[config.mk]
export PLATFORM = sky130hd
export DESIGN_NAME = demux1to4_stream
export DESIGN_NICKNAME = d
export VERILOG_FILES = /design/src/rtl/demux_pkg.sv /design/src/rtl/demux_slot.sv /design/src/rtl/demux1to4_stream.sv
export SDC_FILE = /design/constraint.sdc
export NUM_CORES = 1
export LEC_CHECK = 0
export BUFFER_PORTS_ARGS = -buffer_cell sky130_fd_sc_hd__buf_2
export CAP_MARGIN = 10
export CORE_UTILIZATION = 43
export DETAILED_ROUTE_END_ITERATION = 16
export GPL_ROUTABILITY_DRIVEN = 0
export GPL_TIMING_DRIVEN = 0
export PLACE_DENSITY = 0.77
export SLEW_MARGIN = 20
export SYNTH_ARGS = -nofsm -noshare
export SYNTH_HDL_FRONTEND = slang
export SYNTH_SLANG_ARGS = --single-unit
[constraint.sdc]
create_clock -name clk -period 2.2 [get_ports clk]
set_input_delay 0 -clock clk [delete_from_list [all_inputs] [get_ports clk]]
set_output_delay 0 -clock clk [all_outputs]
set_load 0.01 [all_outputs]
[src/rtl/demux_pkg.sv]
// Shared sizing constants and helpers for the 1-to-4 stream demultiplexer.
package demux_pkg;

    localparam int NCH  = 4;
    localparam int SELW = 2;
    localparam int CNTW = 16;

    function automatic logic [SELW-1:0] ptr_next(input logic [SELW-1:0] p);
        return p + SELW'(1);
    endfunction

endpackage

[src/rtl/demux_slot.sv]
// One output channel register: holds a word until its consumer takes it.
module demux_slot #(
    parameter int DW = 8
) (
    input  logic          clk,
    input  logic          rst_n,
    input  logic          load,
    input  logic [DW-1:0] load_data,
    input  logic          out_ready,
    output logic          out_valid,
    output logic [DW-1:0] out_data
);

    logic          valid_q, valid_d;
    logic [DW-1:0] data_q, data_d;

    // A load wins over a drain so a full slot can be refilled every cycle.
    always_comb begin
        valid_d = valid_q;
        data_d  = data_q;
        if (load) begin
            valid_d = 1'b1;
            data_d  = load_data;
        end else if (valid_q && out_ready) begin
            valid_d = 1'b0;
        end
    end

    always_ff @(posedge clk or negedge rst_n) begin
        if (!rst_n) begin
            valid_q <= 1'b0;
            data_q  <= '0;
        end else begin
            valid_q <= valid_d;
            data_q  <= data_d;
        end
    end

    assign out_valid = valid_q;
    assign out_data  = data_q;

endmodule

[src/rtl/demux1to4_stream.sv]
// Steers a valid/ready input stream to one of four registered output channels,
// chosen by an explicit select or by a round-robin pointer.
module demux1to4_stream
    import demux_pkg::*;
#(
    parameter int DW = 8
) (
    input  logic              clk,
    input  logic              rst_n,
    input  logic              in_valid,
    output logic              in_ready,
    input  logic [DW-1:0]     in_data,
    input  logic [SELW-1:0]   in_sel,
    input  logic              rr_en,
    output logic [SELW-1:0]   rr_ptr,
    output logic [NCH-1:0]    out_valid,
    input  logic [NCH-1:0]    out_ready,
    output logic [NCH*DW-1:0] out_data,
    output logic [CNTW-1:0]   acc_cnt
);

    logic [SELW-1:0] tgt;
    logic            accept;
    logic [NCH-1:0]  load;
    logic [SELW-1:0] rr_ptr_q, rr_ptr_d;
    logic [CNTW-1:0] acc_cnt_q, acc_cnt_d;

    // in_ready looks only at the targeted slot, never at in_valid.
    always_comb begin
        tgt      = rr_en ? rr_ptr_q : in_sel;
        in_ready = !out_valid[tgt] || out_ready[tgt];
        accept   = in_valid && in_ready;
        load     = '0;
        for (int i = 0; i < NCH; i++) begin
            load[i] = accept && (tgt == SELW'(i));
        end
        rr_ptr_d  = (accept && rr_en) ? ptr_next(rr_ptr_q) : rr_ptr_q;
        acc_cnt_d = accept ? acc_cnt_q + CNTW'(1) : acc_cnt_q;
    end

    always_ff @(posedge clk or negedge rst_n) begin
        if (!rst_n) begin
            rr_ptr_q  <= '0;
            acc_cnt_q <= '0;
        end else begin
            rr_ptr_q  <= rr_ptr_d;
            acc_cnt_q <= acc_cnt_d;
        end
    end

    assign rr_ptr  = rr_ptr_q;
    assign acc_cnt = acc_cnt_q;

    for (genvar g = 0; g < NCH; g++) begin : g_slot
        demux_slot #(.DW(DW)) u_slot (
            .clk       (clk),
            .rst_n     (rst_n),
            .load      (load[g]),
            .load_data (in_data),
            .out_ready (out_ready[g]),
            .out_valid (out_valid[g]),
            .out_data  (out_data[g*DW +: DW])
        );
    end

endmodule

Word-level counts from Yosys, hierarchy flattened
Index checks and enable logic that the tools add are counted.

cells by class
  add/sub/neg operators = 2
  order comparisons = 1
  equal/unequal tests = 3
  multiplexer cells = 13
  reduce and logical (&&, ||, !) cells = 17

operators by type and width
  cell                                                  number
  adder 16 x 1 -> 16 bit (second input constant)        1
  logical AND 1 bit                                     10
  2-to-1 mux 1 bit                                      10
  nonzero test 2 bit                                    4
  binary-select mux 1 bit (select 2 bit)                2
  equality test 2 bit (second input constant)           2
  < comparator 2 x 3 -> 1 bit (second input constant)   1
  adder 2 x 1 -> 2 bit (second input constant)          1
  equality test 2 x 1 -> 1 bit (second input constant)  1
  logical NOT 2 bit                                     1
  2-to-1 mux 2 bit                                      1
  logical NOT 1 bit                                     1
  logical OR 1 bit                                      1

storage, ports and cells
  flip-flop bits (word level) = 54
  bits of input ports = 18
  output and inout port bits = 55
  word-level logic and storage cells = 46

Logic depth before layout (Yosys ltp)
Gate-level depths: netlist (run 1).

  word-level depth = 8
  mapped depth = 7
  depth with buffers taken out = 5

Modules after synthesis
Synthesis (run 1) repeated with hierarchy kept, for this count alone.

second synthesis, totals
  cell total of the unflattened synthesis = 170
  area, all modules = 2434.8 um^2

by module, submodules not included
  module            times used  cells an instance  area an instance (um^2)  sequential area each (um^2)
  demux_slot        4           20                 369.1                    225.2
  demux1to4_stream  1           90                 958.4                    450.4

Worst setup path after synthesis (run 1)
Ideal clock, no wire load.

  path type = register to register
  start = register rr_ptr_q[1] (netlist: rr_ptr[1])
  end = register acc_cnt_q[14] (netlist: acc_cnt[14])
  setup time = 125 ps
  data arrival time = 1577 ps
  data required time = 2075 ps
  path slack = 498 ps
  cell stages (with the launch flop) = 6
  path buffers = 0
  period minus slack after synthesis = 1702 ps
  cell sequence = dfrtp_1 -> mux2_4 -> mux2i_1 -> mux2i_1 -> nand4_1 -> xnor2_1

on the way
  word-level cells in the longest chain between the ends = 6
  elaborated cells on any way between the ends = 8
  those cells by class = mux: 5; reduce/logical: 3

ends and longest elaborated chain
  item                                    RTL line                RTL
  start: declaration                      demux1to4_stream.sv:25  logic [SELW-1:0] rr_ptr_q, rr_ptr_d;
  start signal: assignment                demux1to4_stream.sv:46  rr_ptr_q <= rr_ptr_d;
  2-to-1 mux 2 bit (*)                    demux1to4_stream.sv:30  tgt = rr_en ? rr_ptr_q : in_sel;
  binary-select mux 1 bit (select 2 bit)  demux1to4_stream.sv:31  in_ready = !out_valid[tgt] || out_ready[tgt];
  2-to-1 mux 1 bit (not written as such)  demux1to4_stream.sv:31
  logical NOT 1 bit                       demux1to4_stream.sv:31
  logical OR 1 bit (*)                    demux1to4_stream.sv:31
  net in_ready                            demux1to4_stream.sv:11  output logic in_ready,
  logical AND 1 bit (*)                   demux1to4_stream.sv:32  accept = in_valid && in_ready;
  end signal: assignment                  demux1to4_stream.sv:47  acc_cnt_q <= acc_cnt_d;
  end: declaration                        demux1to4_stream.sv:26  logic [CNTW-1:0] acc_cnt_q, acc_cnt_d;

Mark *: on every way through the listed nets, which the timed path passes. The rest lies on a longest branch. The select of a mux whose other input is x is not followed.
A chain may end at the register's enable or synchronous reset.

Worst setup path after layout (run 1)
  start = input port rr_en
  end = output port in_ready

on the way
  word-level cells in the longest chain between the ends = 5
  elaborated cells on any way between the ends = 7
  those cells by class = mux: 5; reduce/logical: 2

ends and longest elaborated chain
  item                                    RTL line                RTL
  start: declaration                      demux1to4_stream.sv:14  input logic rr_en,
  2-to-1 mux 2 bit (*)                    demux1to4_stream.sv:30
  binary-select mux 1 bit (select 2 bit)  demux1to4_stream.sv:31
  2-to-1 mux 1 bit (not written as such)  demux1to4_stream.sv:31
  logical NOT 1 bit                       demux1to4_stream.sv:31
  logical OR 1 bit (*)                    demux1to4_stream.sv:31
  end: declaration                        demux1to4_stream.sv:11

Mark *: on every way between the ends. The rest lies on a longest branch, timed or not. The select of a mux whose other input is x is not followed.

==> flow_summary.toml, run 1 <==
[clocking]
cts_tree = "done"
cts_buffers = 5
max-clock-path-buffers = 2
clock_latency_ps = 300
cts_hold_buf = 11
cts.sinks = 54
h-tree-depth = 2
cts_setup_buffers = 0
cts_root_buf = "clkbuf_8"
postCtsResizedCells = 0
clk_pin_slew_ps = 90

[placement]
dp_hpwl_um = 3290
place_inst = 307
postPlaceCellArea_um2 = 2790
port_buffers = 71

[synthesis]
synth_top_family_by_area = "multiplexers"
synth_compound_area_share_pct = 0.534
synth_mux_area_share_pct = 21.3
synth-seq-cells = 54
synth_top_area_share_pct = 57.7
synthAdderAreaFrac_pct = 0.534
synthTopCellsByArea = "dfrtp_1 58%, mux2_4 11%, mux2_2 8.7%"
syn_area_um2 = 2340
yosys_warnings = 0
ys_types = 20
postSynthAreaPerCell_um2 = 14.1
netlist_instances = 166
syn-num-nets = 185
synthXorXnorAreaFrac_pct = 6.36
ys_seq_area_share_pct = 57.7
synth-simple-area-share_pct = 10.4
yosys.area.top_type = "dfrtp_1"

[timing]
hold_viol = 0
final.setup.tns_ps = 0
fin_crit_ps = 1760
skew_ps = 6.01
setup-violations-final = 0
tightest_slew_ps = 671
slew_violations = 0
fmax_mhz = 567
fin_hold_ws_ps = 14.8
slew_headroom_pct = 55.3
rsz0062_at_grt = "false"
period_share_pct = 80.2

[die]
row_count = 26
die-area_um2 = 5740
core_um2 = 5170
die_w_um = 75.8
die_h_um = 75.8
top_level_ports = 73
start_util_pct = 45.3

[worst_setup_path]
crit_type = "input pin to primary output"
crit_slowest_cell = "dlygate4sd3_1"
ff2ff_setup_slack_ps = 460
worstPathRequired_ps = 2200
cp-start-kind = "input pin"
crit_fanout = 6
end_kind = "primary output"
path_cells = "dlygate4sd3_1 -> buf_6 -> mux2_4 -> mux2i_1 -> mux2i_1 -> buf_2"
arrival_ps = 1760
cpPeakStageDelay_ps = 550
cp_common_cell = "mux2i_1"

[detailed_routing]
drc = 0
drt-initial-drc-count = 40
totalWireLength_um = 4630
viasPerCell = 4.90
wl_per_cell_um = 14.2
vias = 1592
drt-pass1-iter-count = 4
ant_nets = 0

[global_routing]
grt_pass1_vias = 1474
grt_max_degree = 55
grt_usage_pct = 17.2
grt-ovfl-total = 0
antenna_found_initial = 0
grt_pass1_wl_um = 7160

[cells_and_area]
fin_nets = 274
post-route-cell-area_um2 = 3010
fin_cells = 325
areaGrowthSynthToFinish_pct = 28.5
n_fill_cell = 443
diodes = 0
drive_gt1_share_pct = 47.8

[status]
outcome = "finished clean"

[power]
power.total_mw = 3.78
peakVddDrop_uv = 579
powerDensity_nw_per_um2 = 1260
power.leakage_nw = 1.52

[hold_path]
hold_class = "input pin to flop"

[job]
cap_viol_max_count = 0
==> state kept, by name, summed over array words and instances (netlist names) <==
| register | flops |
|---|---|
| acc_cnt | 16 |
| g_slot.u_slot.out_data | 32 |
| g_slot.u_slot.out_valid | 4 |
| rr_ptr | 2 |
==> critical path, delay by kind of cell <==
family                 cells  cell delay, ps
muxes                      3             860
buffers and inverters      3             900
==> through the flow <==
step	util (%)	setup slack, ps
floorplan	-	498
global placement	53.8	450
detailed placement	53.9	431
CTS	58.2	424
global route	58.2	344
finish	58.2	435
==> synthesized netlist by cell type, drive strengths merged <==
library cell   n
dfrtp         54
mux2          35
xnor2         15
nand2         13
buf            8
nand4          8
nand3          7
and2           4
mux2i          4
nand2b         4
nor2           4
and3           2
or3b           2
xor2           2
and4           1
ha             1
nor3           1
o22ai          1
==> placed cells by master (no fill, tap or decap), drive strengths merged <==
master and instances:
buf 79, xnor2 15, and4 1, dlygate4sd3 11, nand3 7, or3b 2, xor2 2, and2 4
bufinv 1, nand2 13, nand2b 4, nor2 4, dfrtp 54, mux2i 4, and3 2, nor3 1
o22ai 1, mux2 35, clkbuf 6, ha 1, nand4 8
==> metal layers <==
layer | global-route usage, % | part of all wire (%) | up-vias
met5 | 0 | 0 | -
met4 | 7.82 | 2.0 | 0
met3 | 3.04 | 3.1 | 9
met2 | 27.2 | 48 | 40
met1 | 23.3 | 46 | 788
li1 | - | - | 755
==> where the power goes <==
group          internal [mW]  total (mW)  switching [mW]
clock network          0.364       0.664           0.300
registers               1.39        1.66           0.265
logic                  0.807        1.46           0.656
==> cell type report <==
| type | instances | area [µm²] | share of cell area, % |
|---|---|---|---|
| Buffer | 8 | 75.1 | 2.49 |
| Tap cell | 70 | 87.6 | 2.91 |
| Sequential cell | 54 | 1350 | 44.9 |
| Clock inverter | 1 | 30.0 | 0.998 |
| Clock buffer | 6 | 82.6 | 2.74 |
| Timing Repair Buffer | 82 | 468 | 15.6 |
| Multi-Input combinational cell | 104 | 915 | 30.4 |
==> cells by family (layout without fill, tap and decap cells) <==
logic type,after synthesis,after routing
XOR/XNOR,17,17
buffers and inverters,8,97
multiplexers,39,39
adder cells (fa/ha/maj),1,1
AO/OA/AOI/OAI,1,1
AND/OR/NAND/NOR,46,46
flip-flops,54,54
==> worst paths after layout <==
check	endpoint	startpoint	cells after the start
worst max-delay path	in_ready	rr_en	6
worst min-delay path	g_slot[2].u_slot.out_valid$_DFFE_PN0P_	out_ready[2]	3
worst max register to register	g_slot[3].u_slot.out_data[6]$_DFFE_PN0P_	rr_ptr[0]$_DFFE_PN0P_	3
worst min register to register	acc_cnt[15]$_DFFE_PN0P_	acc_cnt[15]$_DFFE_PN0P_	1
max in group asynchronous	g_slot[1].u_slot.out_valid$_DFFE_PN0P_	rst_n	2
min in group asynchronous	g_slot[2].u_slot.out_data[3]$_DFFE_PN0P_	rst_n	2
(Power assumes the default switching activity.)
==> inputs of run 2 (changes only) <==
Settings changed: PLACE_DENSITY 0.77 to 0.8.
Clock period 2.2 ns to 1.4 ns, I/O delays scaled along.
==> run 2 against run 1 <==
The flow now finishes with violations (setup timing). Critical path depth is the same. Sequential power is 57% higher. Cell area increased by 8.8%. Clock power increased by 41%. Largest power group is now combinational logic. Highest routed layer unchanged.
==> flow_summary.toml, run 2 (same netlist as run 1, synthesis figures left out) <==
[cells_and_area]
diodes = 0
areaGrowthSynthToFinish_pct = 39.8
final_common_cell = "buf_2"
fin_cells = 343
mostFrequentLayoutCells = "70 x buf_2, 54 x dfrtp_1, 34 x mux2_4"
largest_register_ffs = 32
fin_nets = 291
drive_gt1_share_pct = 55.3

[detailed_routing]
wl_met2_um = 2750
viasPerCell = 4.74
wl_met3_um = 151
drc = 0
drt-pass1-iter-count = 4
drt-initial-drc-count = 74
vias = 1627
top_layer = "met4"
ant_nets = 0
totalWireLength_um = 5390
wl_per_cell_um = 15.7
wl_met1_um = 2390

[worst_setup_path]
critPathLaunch = "rr_ptr[1]$_DFFE_PN0P_"
cp-start-kind = "flop"
worstPathRequired_ps = 1590
crit_path_end = "acc_cnt[8]$_DFFE_PN0P_"
crit_fanout = 5
arrival_ps = 1920
worstRegToRegCells = 6
end_kind = "flop"
timing.rr.start = "rr_ptr[1]$_DFFE_PN0P_"
ff2ff_setup_slack_ps = -330
timing.rr.end = "acc_cnt[8]$_DFFE_PN0P_"
crit_type = "flop to flop"

[clocking]
cts_tree = "done"
h-tree-depth = 2
max-clock-path-buffers = 2
cts_root_buf = "clkbuf_8"
clock_latency_ps = 320
cts.sinks = 54
cts_buffers = 5
clk_pin_slew_ps = 100

[timing]
tightest_slew_ps = 662
slew_headroom_pct = 55.9
fin_hold_ws_ps = 32.3
period_share_pct = 124
rsz0062_at_grt = "true"
fmax_mhz = 577
worst_slack_ps = -332
setup-violations-final = 53
slew_violations = 0
final.setup.tns_ps = -13190
skew_ps = 14.1
hold_viol = 0
fin_crit_ps = 1730

[hold_path]
worst_hold_path.num_cells = 3
hold_class = "input pin to flop"

[placement]
place_inst = 307
dp_hpwl_um = 3410
port_buffers = 71
place_worst_setup_slack_ps = -446

[global_routing]
grt_pass1_wl_um = 7830
grt_max_degree = 55
grt_pass1_vias = 1554
grt-ovfl-total = 0
antenna_found_initial = 0
grt_usage_pct = 19.1

[status]
outcome = "complete, but fails checks"
violations = "setup timing"

[power]
peakVddDrop_uv = 832
powerDensity_nw_per_um2 = 1960
power.leakage_nw = 1.70

[job]
cap_viol_max_count = 0

[die]
die-area_um2 = 5740
start_util_pct = 45.3
die_w_um = 75.8
core_um2 = 5170
die_h_um = 75.8
top_level_ports = 73
row_count = 26
run 2: changes by cell type in the layout (fill, tap and decap cells not counted), sizes merged:
cell         delta
bufinv          -1
clkinv          +2
dlygate4sd3     -1
buf            +18
run 2: worst min-delay path by stage:
stage	slack [ps]	end	from
global placement	280	rr_ptr[0]$_DFFE_PN0P_	rr_en
floorplan	-300	acc_cnt[0]$_DFFE_PN0P_	rst_n
finish	30	g_slot[1].u_slot.out_valid$_DFFE_PN0P_	out_ready[1]
global route	30	g_slot[3].u_slot.out_valid$_DFFE_PN0P_	out_ready[3]
detailed placement	90	acc_cnt[6]$_DFFE_PN0P_	rst_n
CTS	30	g_slot[1].u_slot.out_valid$_DFFE_PN0P_	out_ready[1]
run 2: cell type report:
cell class / instances / area, µm²
well taps: 70 / 87.6
multi-input cells: 104 / 1030
clock buffers: 6 / 82.6
fillers: 406 / 1900
plain buffers: 8 / 78.8
clock inverters: 2 / 17.5
repair buffers: 99 / 623
flip-flops and latches: 54 / 1350
run 2: stage by stage:
stage	utilization [%]	instance area (µm²)	power (mW)
floorplan	-	2380	4.12
global placement	54.6	2830	4.97
detailed placement	54.7	2830	5.08
CTS	62.4	3230	6.38
global route	63.3	3270	6.80
finish	63.3	3270	6.42
run 2: critical path, stage by stage (launching register included):
cell and delay, ps:
dfrtp_1 400, mux2_4 310, mux2i_4 210, o22ai_4 220, buf_6 150, nand4_1 130, xnor2_2 170
run 2: power by group:
group | switching, mW | internal, mW
Sequential | 0.425 | 2.19
Combinational | 1.21 | 1.67
Clock | 0.525 | 0.408
Total | 2.16 | 4.26
run 2: metal layers:
metal | global-route usage [%] | up-vias
met5 | 0 | -
met4 | 7.20 | 0
met3 | 3.70 | 7
met2 | 31.5 | 32
met1 | 24.9 | 806
li1 | - | 782
run 2: repair_timing:
| action | CTS | global route |
|---|---|---|
| hold buffers | 10 | 0 |
| resized for setup | 21 | 10 |
| gates cloned | 2 | 0 |
| buffers inserted | 17 | 6 |
| pin swaps | 7 | 2 |
| endpoints found under the hold margin | 87 | 0 |
| setup endpoints to repair | 55 | 53 |
==> inputs of run 3 (changes only) <==
Settings changed: SETUP_SLACK_MARGIN from default to 0.5.
==> run 3 against run 2 <==
The run still ends with setup timing left. Non-clock buffer count up 10. Count of clock-buffer cells in the layout did not move. Sequential share of layout area shrank 1.8 points.
==> flow_summary.toml, run 3 (same netlist as run 1, synthesis figures left out) <==
[hold_path]
hold_end = "g_slot[3].u_slot.out_valid$_DFFE_PN0P_"
hold_class = "input pin to flop"
worst_hold_path.num_cells = 3
min_from = "out_ready[3]"

[die]
start_util_pct = 45.3
top_level_ports = 73
die-area_um2 = 5740
die_h_um = 75.8
die_w_um = 75.8
row_count = 26
core_um2 = 5170

[timing]
tightest_slew_ps = 488
rsz0062_at_grt = "true"
slew_violations = 0
setup-violations-final = 52
hold_viol = 0
worst_slack_ps = -331
period_share_pct = 124
skew_ps = 4.34
slew_headroom_pct = 67.5
fmax_mhz = 578
fin_crit_ps = 1730

[clocking]
cts_root_buf = "clkbuf_8"
clock_latency_ps = 300
max-clock-path-buffers = 2
cts_buffers = 5
h-tree-depth = 2
cts.sinks = 54
cts_tree = "done"
clk_pin_slew_ps = 90

[status]
outcome = "complete, but fails checks"
violations = "setup timing"

[cells_and_area]
seq_area_um2 = 1350
n_fill_cell = 382
mostFrequentLayoutCells = "61 x buf_2, 53 x dfrtp_1, 34 x buf_6"
fin_nets = 301
drive_gt1_share_pct = 56.9
finalCoreUtilization_pct = 66.2
final_common_cell = "buf_2"
largest_register_ffs = 32
diodes = 0
multi_input_area_um2 = 988
areaGrowthSynthToFinish_pct = 46.3
post-route-cell-area_um2 = 3420
fin_cells = 353

[worst_setup_path]
crit_type = "flop to flop"
end_kind = "flop"
timing.rr.end = "acc_cnt[1]$_DFFE_PN0P_"
worstRegToRegCells = 5
cp-start-kind = "flop"
timing.rr.start = "rr_ptr[1]$_DFFE_PN0P_"
crit_fanout = 6
arrival_ps = 1930
ff2ff_setup_slack_ps = -330
worstPathRequired_ps = 1600

[global_routing]
grt_pass1_vias = 1714
grt_pass1_wl_um = 7950
grt-ovfl-total = 0
grt_max_degree = 55
grt_usage_pct = 18.9
antenna_found_initial = 0

[detailed_routing]
vias = 1725
wl_per_cell_um = 15.4
totalWireLength_um = 5430
drt-pass1-iter-count = 4
drc = 0
ant_nets = 0
viasPerCell = 4.89
drt-initial-drc-count = 71

[placement]
place_worst_setup_slack_ps = -489
place_inst = 307
postPlaceCellArea_um2 = 2830
dp_hpwl_um = 3330
port_buffers = 71

[power]
powerDensity_nw_per_um2 = 1950
power.total_mw = 6.67
peakVddDrop_uv = 1040
power.leakage_nw = 1.73

[job]
cap_viol_max_count = 0
-- run 3: through the flow --
stage	setup TNS, ps	hold slack [ps]
floorplan	-9050	-296
global placement	-14520	275
detailed placement	-16410	79.2
CTS	-9310	9.07
global route	-15410	34.2
finish	-12060	20.2
-- run 3: how the worst max path moves through the flow --
stage	slack, ps	startpoint	to	depth (start not counted)
3_5_place_dp	-490	rr_ptr[0]$_DFFE_PN0P_	g_slot[3].u_slot.out_data[2]$_DFFE_PN0P_	3
4_1_cts	-290	rr_ptr[1]$_DFFE_PN0P_	g_slot[0].u_slot.out_data[7]$_DFFE_PN0P_	4
3_3_place_gp	-390	rr_ptr[0]$_DFFE_PN0P_	g_slot[2].u_slot.out_data[0]$_DFFE_PN0P_	3
6_report	-330	rr_ptr[1]$_DFFE_PN0P_	acc_cnt[1]$_DFFE_PN0P_	5
2_1_floorplan	-250	rr_ptr[0]$_DFFE_PN0P_	g_slot[0].u_slot.out_data[0]$_DFFE_PN0P_	5
5_1_grt	-380	rr_ptr[1]$_DFFE_PN0P_	acc_cnt[8]$_DFFE_PN0P_	6
-- run 3: layout make-up --
type	instances	share of cell area, %
Multi-Input combinational cell	104	28.9
Clock inverter	2	1.10
Tap cell	70	2.56
Buffer	8	2.74
Sequential cell	54	39.5
Timing Repair Buffer	109	23.1
Clock buffer	6	2.12
-- run 3: power breakdown --
part           total (mW)  internal [mW]  switching [mW]
Clock                1.04          0.534           0.502
Sequential           2.61           2.19           0.426
Combinational        3.02           1.81            1.21
-- run 3: metal layers --
layer	GRT usage (%)	share of wire [%]
met4	4.32	0.76
met5	0	0
met1	21.6	42
met3	5.42	6.8
met2	34.7	50
-- run 3: worst max-delay path, cell delays in order (launching register included) --
cell	delay [ps]
dfrtp_1	390
mux2_4	310
mux2i_2	190
o22ai_2	280
buf_4	170
mux2_4	290
-- run 3: repair_timing --
| item | in CTS | in global routing |
|---|---|---|
| pin swaps | 4 | 3 |
| endpoints found under the hold margin | 87 | 0 |
| gates resized for setup | 28 | 16 |
| setup endpoints to repair | 66 | 74 |
| gates cloned | 1 | 0 |
| setup buffers | 15 | 12 |
| hold buffers | 10 | 0 |
